## src/rtl/bnn_pkg.sv

```systemverilog
// Shared definitions for the BNN input packer: legal matrix sizes, SRAM word
// constants, default widths and the packer FSM state encoding.
package bnn_pkg;

    localparam int ADDR_W_DEF = 12;
    localparam int DATA_W_DEF = 16;

    localparam logic [4:0]  SIZE_10   = 5'd10;
    localparam logic [4:0]  SIZE_12   = 5'd12;
    localparam logic [4:0]  SIZE_16   = 5'd16;
    localparam logic [15:0] TERM_WORD = 16'h0000;

    typedef enum logic [3:0] {
        IDLE,
        WAIT_HDR,
        HDR,
        ROW,
        WRROW,
        TERM,
        RUN,
        WAIT_HI,
        WAIT_LO,
        DONE
    } state_e;

    function automatic logic size_legal(input logic [4:0] n);
        return (n == SIZE_10) || (n == SIZE_12) || (n == SIZE_16);
    endfunction

endpackage

```

## src/rtl/bnn_row_shifter.sv

```systemverilog
// Row assembly register: drops each accepted pixel at bit position col, and
// flags the pixel that completes a row of len_i columns.
module bnn_row_shifter #(
    parameter int DATA_W = 16
) (
    input  logic              clk,
    input  logic              reset_b,
    input  logic              clear_i,
    input  logic              shift_en_i,
    input  logic              bit_i,
    input  logic [4:0]        len_i,
    output logic [DATA_W-1:0] row_d_o,
    output logic              row_full_o
);
    localparam int CIDX_W = $clog2(DATA_W);

    logic [DATA_W-1:0] row_q, row_d;
    logic [4:0]        col_q;

    // NOTE: every variable assigned in always_comb gets a default first, so no latch is inferred.
    always_comb begin
        row_d = row_q;
        if (shift_en_i) row_d[col_q[CIDX_W-1:0]] = bit_i;
    end

    assign row_d_o    = row_d;
    assign row_full_o = shift_en_i && (col_q == len_i - 5'd1);

    // NOTE: sequential state uses non-blocking assignments so all flops update together.
    always_ff @(posedge clk or negedge reset_b) begin
        if (!reset_b) begin
            row_q <= '0;
            col_q <= '0;
        end else if (clear_i) begin
            row_q <= '0;
            col_q <= '0;
        end else if (shift_en_i) begin
            row_q <= row_d;
            col_q <= col_q + 5'd1;
        end
    end

endmodule

```

## src/rtl/bnn_input_packer.sv

```systemverilog
// Packs a bit-serial feature-map stream into the BNN engine's input-SRAM image
// and runs the engine. Define BNN_PACKER_AUTORUN_EN to launch without go.
module bnn_input_packer
    import bnn_pkg::*;
#(
    parameter int ADDR_W = ADDR_W_DEF,
    parameter int DATA_W = DATA_W_DEF
) (
    input  logic              clk,
    input  logic              reset_b,
    input  logic              load_start,
    input  logic [4:0]        cfg_size,
    input  logic              go,
    input  logic              s_valid,
    output logic              s_ready,
    input  logic              s_data,
    input  logic              s_last,
    output logic [ADDR_W-1:0] sram_write_address,
    output logic [DATA_W-1:0] sram_write_data,
    output logic              sram_write_enable,
    output logic              dut_run,
    input  logic              dut_busy,
    output logic              packer_busy,
    output logic              done,
    output logic              err
);
    state_e            state_q;
    logic [ADDR_W-1:0] addr_q;
    logic [4:0]        size_q;
    logic [4:0]        row_idx_q;
    logic              last_q;
    logic              s_ready_q, we_q, run_q, busy_q, done_q, err_q;
    logic [ADDR_W-1:0] waddr_q;
    logic [DATA_W-1:0] wdata_q;

    logic              accept, row_full;
    logic [DATA_W-1:0] row_word;
    logic [ADDR_W-1:0] base_addr;
    logic [ADDR_W:0]   need;
    logic              fits;

    assign accept = s_valid && s_ready_q;

    bnn_row_shifter #(.DATA_W(DATA_W)) u_row (
        .clk        (clk),
        .reset_b    (reset_b),
        .clear_i    (state_q == WRROW),
        .shift_en_i (accept),
        .bit_i      (s_data),
        .len_i      (size_q),
        .row_d_o    (row_word),
        .row_full_o (row_full)
    );

    // A fresh run always builds its image from word 0.
    assign base_addr = (state_q == IDLE) ? '0 : addr_q;
    assign need      = {1'b0, base_addr} + (ADDR_W+1)'(cfg_size) + (ADDR_W+1)'(2);
    assign fits      = need <= ((ADDR_W+1)'(1) << ADDR_W);

    always_ff @(posedge clk or negedge reset_b) begin
        if (!reset_b) begin
            state_q   <= IDLE;
            addr_q    <= '0;
            size_q    <= '0;
            row_idx_q <= '0;
            last_q    <= 1'b0;
            s_ready_q <= 1'b0;
            we_q      <= 1'b0;
            waddr_q   <= '0;
            wdata_q   <= '0;
            run_q     <= 1'b0;
            busy_q    <= 1'b0;
            done_q    <= 1'b0;
            err_q     <= 1'b0;
        end else begin
            we_q   <= 1'b0;
            run_q  <= 1'b0;
            done_q <= 1'b0;
            err_q  <= 1'b0;
            case (state_q)
                IDLE, WAIT_HDR: begin
                    if (load_start) begin
                        if (size_legal(cfg_size) && fits) begin
                            size_q    <= cfg_size;
                            row_idx_q <= '0;
                            busy_q    <= 1'b1;
                            we_q      <= 1'b1;
                            waddr_q   <= base_addr;
                            wdata_q   <= DATA_W'(cfg_size);
                            addr_q    <= base_addr + ADDR_W'(1);
                            state_q   <= HDR;
                        end else begin
                            err_q <= 1'b1;
                        end
                    end
                end
                HDR: begin
                    s_ready_q <= 1'b1;
                    state_q   <= ROW;
                end
                ROW: begin
                    if (row_full) begin
                        s_ready_q <= 1'b0;
                        last_q    <= s_last;
                        we_q      <= 1'b1;
                        waddr_q   <= addr_q;
                        wdata_q   <= row_word;
                        addr_q    <= addr_q + ADDR_W'(1);
                        state_q   <= WRROW;
                    end
                end
                WRROW: begin
                    if (row_idx_q != size_q - 5'd1) begin
                        row_idx_q <= row_idx_q + 5'd1;
                        s_ready_q <= 1'b1;
                        state_q   <= ROW;
                    end else if (last_q) begin
                        we_q    <= 1'b1;
                        waddr_q <= addr_q;
                        wdata_q <= DATA_W'(TERM_WORD);
                        addr_q  <= addr_q + ADDR_W'(1);
                        state_q <= TERM;
                    end else begin
                        state_q <= WAIT_HDR;
                    end
                end
                TERM: begin
`ifdef BNN_PACKER_AUTORUN_EN
                    run_q <= 1'b1;
`endif
                    state_q <= RUN;
                end
                RUN: begin
`ifdef BNN_PACKER_AUTORUN_EN
                    state_q <= WAIT_HI;
`else
                    if (go) begin
                        run_q   <= 1'b1;
                        state_q <= WAIT_HI;
                    end
`endif
                end
                WAIT_HI: if (dut_busy) state_q <= WAIT_LO;
                WAIT_LO: begin
                    if (!dut_busy) begin
                        done_q  <= 1'b1;
                        busy_q  <= 1'b0;
                        state_q <= DONE;
                    end
                end
                DONE:    state_q <= IDLE;
                default: state_q <= IDLE;
            endcase
        end
    end

    assign s_ready            = s_ready_q;
    assign sram_write_enable  = we_q;
    assign sram_write_address = waddr_q;
    assign sram_write_data    = wdata_q;
    assign dut_run            = run_q;
    assign packer_busy        = busy_q;
    assign done               = done_q;
    assign err                = err_q;

endmodule
```

## config.mk

```make
export PLATFORM = sky130hd
export DESIGN_NAME = bnn_input_packer
export DESIGN_NICKNAME = d
export VERILOG_FILES = /design/src/rtl/bnn_pkg.sv /design/src/rtl/bnn_row_shifter.sv /design/src/rtl/bnn_input_packer.sv
export SDC_FILE = /design/constraint.sdc
export NUM_CORES = 1
export LEC_CHECK = 0
export CAP_MARGIN = 20
export CORE_UTILIZATION = 30
export DETAILED_ROUTE_END_ITERATION = 8
export GPL_ROUTABILITY_DRIVEN = 0
export SETUP_SLACK_MARGIN = 0.4
export SYNTH_ARGS = -nofsm -noshare
export SYNTH_HDL_FRONTEND = slang
export SYNTH_HIERARCHICAL = 1
export SYNTH_SLANG_ARGS = --single-unit
export TNS_END_PERCENT = 1
```

## constraint.sdc

```tcl
create_clock -name clk -period 13.57 [get_ports clk]
set_clock_uncertainty 0.2 [all_clocks]
set_input_delay 1.357 -clock clk [delete_from_list [all_inputs] [get_ports clk]]
set_output_delay 1.357 -clock clk [all_outputs]
set_load 0.03 [all_outputs]
```

==> results of run 1 <==
## critical path, cell delays in order
cell	delay, ns
clkdlybuf4s50_1	0.54
inv_1	0.08
ha_1	0.29
inv_1	0.06
ha_1	0.17
inv_1	0.05
fa_1	0.40
nor2b_1	0.18
o22a_1	0.20
a21oi_1	0.09
o31ai_1	0.41
nand4_4	0.33
and2_4	0.33
inv_8	0.14
mux2_2	0.35
## state kept, by name, summed over array words and instances, names as in the netlist
name and cells:
sram_write_data 16, u_row/row_q 16, addr_q 12, sram_write_address 12, row_idx_q 5, size_q 5
u_row/col_q 5, state_q 4, done 1, dut_run 1, err 1, last_q 1
packer_busy 1, s_ready 1, sram_write_enable 1
## where the power goes
group          switching, mW  leakage, nW  internal (mW)
registers              0.105         1.03          0.330
clock network         0.0966        0.152          0.156
logic                  0.342         1.31          0.290
total                  0.543         2.49          0.776
## kinds of logic after synthesis
group | synth area share
compound gates | 0.1395
xor+xnor | 0.04082
fa+ha+maj | 0.05000
buf+inv | 0.04923
flops | 0.4184
mux | 0.09490
simple gates | 0.2071
## metrics by stage
step | instances | cell area, sq um | worst slack (ns)
6_report | 729 | 5854 | 8.606
4_1_cts | 727 | 5816 | 8.596
2_1_floorplan | 473 | 4905 | 9.287
3_3_place_gp | 712 | 5510 | 8.412
5_1_grt | 729 | 5854 | 8.352
3_5_place_dp | 712 | 5510 | 8.228
## per-layer routing
metal,vias up,global-route usage,part of all wire
met2,62,0.2526,0.50
li1,1776,-,-
met5,-,0,0
met1,1796,0.1662,0.44
met3,16,0.04305,0.038
met4,0,0.05404,0.019
## worst paths after layout
| path | end |
|---|---|
| setup / recovery | addr_q[1]$_DFFE_PN0P_ |
| hold / removal | sram_write_address[0]$_DFFE_PN0P_ |
| setup reg to reg | addr_q[1]$_DFFE_PN0P_ |
| hold reg to reg | sram_write_address[0]$_DFFE_PN0P_ |
| max in group asynchronous | addr_q[0]$_DFFE_PN0P_ |
| min in group asynchronous | sram_write_data[8]$_DFFE_PN0P_ |
## cells in the final DEF, fill, tap and decap left out, types with 10 or more instances in the layout
master,count
nor2_1,30
dfrtp_1,82
clkdlybuf4s50_1,45
o22ai_1,13
a31oi_1,10
xor2_1,13
and3_1,10
mux2_2,15
inv_1,19
nand3_1,20
nand2_1,42
o21ai_0,13
mux2_4,12
nor2b_1,17
ha_1,18
## area by class of cell
type | count | area share
Clock inverter | 2 | 0.005984
Timing Repair Buffer | 52 | 0.08998
Sequential cell | 82 | 0.3505
Multi-Input combinational cell | 344 | 0.4471
Clock buffer | 13 | 0.04616
Tap cell | 216 | 0.04616
Inverter | 20 | 0.01411
==> metrics.txt, run 1 <==
H-tree depth reported by CTS 3; Ys Warns 6; Root Driver clkbuf_16; Register Area 0.002052 sq mm; Yosys top cell by area dfrtp_1; Syn Area/Cell 10.37 sq um; Pre-Repair DR Iteration Count 4; via count 3650; number of flops mapped to enable cells by yosys 0; HP Class reg -> reg; ratio of cells with drive above 1 in the final layout 0.1520; CTS Hold Bufs 0; antenna violations before repair 0; CP Max Fanout 17; Sum Neg Setup Slack 0 ns; Yosys reg bits 82; top-area cell type share of the netlist area 0.4184; Vias/cell 5.007; slew margin rel. 0.4602; CP Class in -> reg; IO Pins 47; Clk pin slew, worst setup/hold paths 0.06 ns; Pwr Density 225.5 mW/mm^2; die area 0.01686 sq mm; Antenna Cells 0; final core utilization 0.3672; mapped cell area 0.004905 sq mm; CTS Buffer Depth 2; I/O Buffers 46; Area Growth Syn to Fin 19.36%; worst r2r src state_q[0]$_DFFE_PN0P_; worst vdd ir 0.0001023 V; cell count after synthesis 473; Tot Pwr 1.320 mW; R2R Setup Slk 8.71 ns; worst hold stages 1; max cap viols 0; Mapped Nets 505; setup violators final 0; Final Slew Violations 0; first-pass GRT wire length 18880 um; Worst Min Path Start sram_write_address[0]$_DFFE_PN0P_; Post-DRT Antenna Nets 0; hpwl dp 7818 um; GRT Total Usage 0.1444; Startpoint Class input pin; DRC 0; CTS tree yes; footprint of the multi-input gates 0.002618 sq mm; Inserted Clock Buffers 9; fin crit share 0.3658; Iter 0 DRT Violations 165; Worst EP arrival 4.99 ns; P_leak 2.489 nW; Chip Width 129.9 um; async set-or-reset flop fraction in the synthesized netlist 1.000; Post-CTS Setup Inserts 0; Initial Utilization 0.3076; Final min period 4.964 ns; core area 0.01594 sq mm; top post-synthesis cells by area dfrtp_1 42%, ha_1 4.6%, mux2_4 3.7%, mux2_2 3.4%, nand2_1 3.2%; # nets final 541; fillers 1608; Worst Setup End Kind flip-flop; Yosys cell types 70; Routed WL per cell 15.14 um; WP data required 13.60 ns; vias in the first global route 3817; Fin. Hold Viols 0; RSZ-0062 raised after global routing false; total grt overflow 0; Seq/Total Area, Yosys 0.4184; maximum number of pins on one net before global-route repair 83; CTS Sinks 82; fmax 0.2015 GHz; top-count cell post-synth dfrtp_1; dominant synthesized flop cell dfrtp_1; Synth top cells by count 82 x dfrtp_1, 42 x nand2_1, 30 x nor2_1; status finished, final reports clean; die height 129.9 um; hold_ws 0.2994 ns; critical path startpoint cfg_size[1]; cells on worst reg2reg path 16; Rows 46; final wirelength 11040 um; later-pin clock latency in the skew report 0.35 ns; Slew @ Worst Pin 0.8096 ns; post-cts sizing count 0
Power figures use the tool's default switching activity.
==> run 2, diff against run 1 <==
==> constraint.sdc (replaced) <==
create_clock -name clk -period 4.12 [get_ports clk]
set_clock_uncertainty 0.2 [all_clocks]
set_input_delay 0.412 -clock clk [delete_from_list [all_inputs] [get_ports clk]]
set_output_delay 0.412 -clock clk [all_outputs]
set_load 0.03 [all_outputs]
==> run 2 against run 1 <==
- clock power rose to 2.9 times the previous value
- die area is the same
- sequential cell count unchanged
- largest cell class unchanged
- largest power group unchanged
==> metrics.txt, run 2 (synthesized netlist as in run 1, its figures left out) <==
max cap viols 0 (unchanged); CTS tree yes; Worst Min Path Start sram_write_address[0]$_DFFE_PN0P_; Critical R2R Capture sram_write_data[1]$_DFFE_PN0P_; setup violators final 0 (unchanged); Worst Setup End Kind flip-flop; first-pass GRT wire length 19260 um (+2.0%); worst hold path endpoint sram_write_address[0]$_DFFE_PN0P_; via count 3766 (+3.2%); fillers 1585 (-1.4%); Clk pin slew, worst setup/hold paths 0.06 ns (about the same); footprint of the multi-input gates 0.002710 sq mm (+3.5%); most frequent cells in the layout 79 x dfrtp_1, 45 x clkdlybuf4s50_1, 40 x nand2_1; Iter 0 DRT Violations 188 (+14%); H-tree depth reported by CTS 3 (unchanged); I/O Buffers 46 (unchanged); Initial Utilization 0.3076 (unchanged); CTS Buffer Depth 2 (unchanged); fmax 0.2727 GHz; # nets final 561 (+3.7%); Finished Layout Cells 749 (+2.7%); GRT Total Usage 0.1470 (+0.002540); die area 0.01686 sq mm (unchanged); P_leak 2.584 nW (+3.8%); Final Slew Violations 0 (unchanged); DRC 0 (unchanged); slew margin rel. 0.2984 (-0.1618); Worst EP arrival 3.69 ns (-1.30 ns); Fin. Hold Viols 0 (unchanged); maximum number of pins on one net before global-route repair 83 (unchanged); WP data required 4.14 ns (-9.46 ns); fin crit share 0.8901; cells on worst reg2reg path 16 (unchanged); worst r2r src state_q[1]$_DFFE_PN0P_; Sum Neg Setup Slack 0 ns (unchanged); Chip Width 129.9 um (unchanged); Antenna Cells 0 (unchanged); status finished, final reports clean; Final min period 3.667 ns; total grt overflow 0 (unchanged); CP Class reg -> reg; RSZ-0062 raised after global routing true; CP Max Fanout 17 (unchanged); hpwl dp 8116 um (+3.8%); IO Pins 47 (unchanged); Pwr Density 737.1 mW/mm^2 (+230%); Inserted Clock Buffers 9 (unchanged); Root Driver clkbuf_16; worst setup margin 0.4530 ns (-8.153 ns); post-layout instance area 0.006083 sq mm (+3.9%); Vias/cell 5.028 (+0.42%); die height 129.9 um (unchanged); Pre-Repair DR Iteration Count 4 (unchanged); Startpoint Class flip-flop; Post-DRT Antenna Nets 0 (unchanged); final wirelength 11600 um (+5.1%); Register Area 0.002056 sq mm (+0.18%); later-pin clock latency in the skew report 0.34 ns (about the same); CTS Sinks 82 (unchanged); antenna violations before repair 0 (unchanged); worst vdd ir 0.0003809 V (+270%); Area Growth Syn to Fin 24.03%; ratio of cells with drive above 1 in the final layout 0.2120 (+0.05996); worst slack at placement 0.06064 ns (-8.167 ns); HP Class reg -> reg; Rows 46 (unchanged); vias in the first global route 3812 (-0.13%); Post-DP Area 0.005653 sq mm (+2.6%); worst hold stages 1 (unchanged); Slew @ Worst Pin 1.052 ns (+0.2421 ns); Routed WL per cell 15.48 um (+2.3%); Placed Cells incl. Taps 723 (+1.5%); R2R Setup Slk 0.45 ns (-8.26 ns); Tot Pwr 4.484 mW (+240%); core area 0.01594 sq mm (unchanged); commonest non-fill, non-tap cell in the layout dfrtp_1
run 2: worst max-delay path by stage:
stage / slack (ns) / from / endpoint / cells past startpoint
floorplan: 0.29 / state_q[1]$_DFFE_PN0P_ / sram_write_address[2]$_DFFE_PN0P_ / 19
global placement: 0.15 / cfg_size[1] / sram_write_address[3]$_DFFE_PN0P_ / 15
detailed placement: 0.06 / cfg_size[1] / sram_write_address[5]$_DFFE_PN0P_ / 15
CTS: 0.37 / state_q[2]$_DFFE_PN0P_ / sram_write_data[12]$_DFFE_PN0P_ / 15
global route: 0.30 / state_q[2]$_DFFE_PN0P_ / size_q[3]$_DFFE_PN0P_ / 14
finish: 0.45 / state_q[1]$_DFFE_PN0P_ / sram_write_data[1]$_DFFE_PN0P_ / 16
run 2: per-layer routing:
metal,up-vias,track usage,wire length [um]
met2,92,0.2598,5996
li1,1808,-,-
met3,13,0.03403,404
met5,-,0,0
met1,1853,0.1772,5055
met4,0,0.04378,139
run 2: where the power goes:
| group | switching [mW] | internal [mW] |
|---|---|---|
| clock | 0.309 | 0.437 |
| combinational | 1.27 | 1.08 |
| sequential | 0.299 | 1.09 |
run 2: cell type report:
type	count	share of cell area
Timing Repair Buffer	72	0.1129
Sequential cell	82	0.3379
Inverter	20	0.01440
Multi-Input combinational cell	344	0.4455
Tap cell	216	0.04443
Clock inverter	2	0.002057
Clock buffer	13	0.04278
run 2: critical path, stage by stage, from the launching register on:
cell and delay, ns:
dfrtp_2 0.44, nor2_4 0.18, nand2_2 0.13, nand2_4 0.12
ha_4 0.21, inv_2 0.06, ha_4 0.12, inv_2 0.04
fa_2 0.39, nor2b_2 0.14, o2111ai_1 0.15, a221o_1 0.38
mux2i_4 0.20, nand4_4 0.13, and2_4 0.20, clkinv_8 0.10
mux2_2 0.35
run 2: timing repair:
action / 4_1_cts / 5_1_grt
hold buffers: 0 / 1
setup endpoints to repair: 34 / 50
pin swaps: 1 / 1
gates resized for setup: 4 / 8
setup buffers: 5 / 4
hold endpoints to repair: 0 / 21
run 2: through the flow:
stage | hold WS [ns] | util
2_1_floorplan | -0.08359 | -
3_3_place_gp | 0.2966 | 0.3546
3_5_place_dp | 0.2862 | 0.3546
4_1_cts | 0.1146 | 0.3747
5_1_grt | 0.3247 | 0.3816
6_report | 0.3021 | 0.3816
==> run 3, diff against run 2 <==
--- a/config.mk
+++ b/config.mk
@@ -9,7 +9,8 @@
 export CORE_UTILIZATION = 30
 export DETAILED_ROUTE_END_ITERATION = 8
 export GPL_ROUTABILITY_DRIVEN = 0
-export SETUP_SLACK_MARGIN = 0.4
+export SETUP_SLACK_MARGIN = 0.3
+export SKIP_CTS_REPAIR_TIMING = 1
 export SYNTH_ARGS = -nofsm -noshare
 export SYNTH_HDL_FRONTEND = slang
 export SYNTH_HIERARCHICAL = 1
==> run 3 against run 2 <==
- combinational power fell by 2%
- sequential cell count did not move
- largest cell class unchanged
- via count shrank 0.24%
==> metrics.txt, run 3 (synthesized netlist as in run 1, its figures left out) <==
status finished, final reports clean; fin crit share 0.9022 (+0.01219); ratio of cells with drive above 1 in the final layout 0.2068 (-0.005241); most frequent cells in the layout 79 x dfrtp_1, 45 x clkdlybuf4s50_1, 40 x nand2_1; CP Class reg -> reg; fmax 0.2690 GHz (-1.4%); RSZ-0062 raised after global routing true; Post-DP Area 0.005653 sq mm (unchanged); later-pin clock latency in the skew report 0.34 ns (about the same); GRT Total Usage 0.1457 (-0.001238); worst vdd ir 0.0003733 V (-2.0%); total grt overflow 0 (unchanged); commonest non-fill, non-tap cell in the layout dfrtp_1; I/O Buffers 46 (unchanged); Final min period 3.717 ns (+0.05023 ns); Pre-Repair DR Iteration Count 4 (unchanged); final core utilization 0.3803 (-0.001256); Rows 46 (unchanged); Clk pin slew, worst setup/hold paths 0.06 ns (about the same); via count 3757 (-0.24%); Slew @ Worst Pin 1.028 ns (-0.02378 ns); antenna violations before repair 0 (unchanged); Final Slew Violations 0 (unchanged); Initial Utilization 0.3076 (unchanged); die height 129.9 um (unchanged); WP data required 4.15 ns (about the same); Area Growth Syn to Fin 23.62%; Antenna Cells 0 (unchanged); Iter 0 DRT Violations 177 (-5.9%); Pwr Density 735.3 mW/mm^2 (-0.25%); worst slack at placement 0.06064 ns (unchanged); Fin. Hold Viols 0 (unchanged); die area 0.01686 sq mm (unchanged); Finished Layout Cells 748 (-0.13%); final wirelength 11590 um (about the same); DRC 0 (unchanged); Vias/cell 5.023 (-0.11%); P_leak 2.572 nW (-0.44%); Sum Neg Setup Slack 0 ns (unchanged); CTS Buffer Depth 2 (unchanged); # nets final 560 (-0.18%); Worst EP arrival 3.75 ns (+0.06 ns); max cap viols 0 (unchanged); CTS tree yes; Placed Cells incl. Taps 723 (unchanged); CTS Sinks 82 (unchanged); first-pass GRT wire length 19090 um (-0.93%); H-tree depth reported by CTS 3 (unchanged); CP Max Fanout 9 (-8); Post-DRT Antenna Nets 0 (unchanged); vias in the first global route 3784 (-0.73%); worst setup margin 0.4027 ns (-0.05023 ns); Root Driver clkbuf_16; setup violators final 0 (unchanged); Chip Width 129.9 um (unchanged); Routed WL per cell 15.50 um (about the same); slew margin rel. 0.3143 (+0.01586); maximum number of pins on one net before global-route repair 83 (unchanged); Startpoint Class flip-flop; HP Class reg -> reg; Inserted Clock Buffers 9 (unchanged); post-layout instance area 0.006063 sq mm (-0.33%); Worst Setup End Kind flip-flop; IO Pins 47 (unchanged); core area 0.01594 sq mm (unchanged); hpwl dp 8116 um (unchanged)
==> run 3: cell types whose count changed in the layout (fill, tap and decap cells not counted) <==
cell	change
buf_6	-1
a31oi_2	-1
nor2_1	+1
a31oi_1	+1
nor2_2	-1
==> run 3: metrics by stage <==
step                hold slack (ns)  power (mW)
finish                       0.3030       4.458
global route                 0.3247       4.779
CTS                          0.1146       4.421
detailed placement           0.2862       3.644
global placement             0.2966       3.591
floorplan                  -0.08359       3.059
==> run 3: power breakdown <==
group          internal (mW)  switching [mW]  leakage [nW]
clock network          0.437           0.309         0.132
registers               1.09           0.309          1.03
logic                   1.06            1.25          1.41
==> run 3: path summary, 6_finish.rpt <==
kind / from / end / slack, ns / depth (start not counted)
max in group asynchronous: reset_b / state_q[2]$_DFFE_PN0P_ / 2.79 / 3
min in group asynchronous: reset_b / sram_write_data[8]$_DFFE_PN0P_ / 0.32 / 2
max reg2reg: state_q[2]$_DFFE_PN0P_ / size_q[3]$_DFFE_PN0P_ / 0.40 / 14
min: sram_write_address[0]$_DFFE_PN0P_ / sram_write_address[0]$_DFFE_PN0P_ / 0.30 / 1
min reg2reg: sram_write_address[0]$_DFFE_PN0P_ / sram_write_address[0]$_DFFE_PN0P_ / 0.30 / 1
max: state_q[2]$_DFFE_PN0P_ / size_q[3]$_DFFE_PN0P_ / 0.40 / 14
==> run 3: final cells by class <==
type                            count  area, sq um
Clock buffer                       13        260.3
Sequential cell                    82         2056
Inverter                           20        87.58
Clock inverter                      2        12.51
Multi-Input combinational cell    344         2701
Tap cell                          216        270.3
Timing Repair Buffer               71        675.6
Fill cell                        1583         9879
==> run 3: worst max-delay path: stages, from the launching register on <==
cell and delay, ns:
dfrtp_2 0.44, nor4_4 0.26, buf_4 0.18, nor2b_1 0.10, ha_1 0.31, inv_1 0.06
fa_2 0.35, nor2b_2 0.14, o2111ai_1 0.15, a221o_1 0.41, mux2i_4 0.19, a31oi_1 0.14
nor2b_1 0.17, buf_6 0.16, mux2_2 0.34
==> run 3: per-layer routing <==
metal / GRT usage / vias up / part of all wire
li1: - / 1803 / -
met1: 0.1767 / 1835 / 0.45
met2: 0.2561 / 104 / 0.50
met3: 0.03403 / 15 / 0.035
met4: 0.04378 / 0 / 0.017
met5: 0 / - / 0
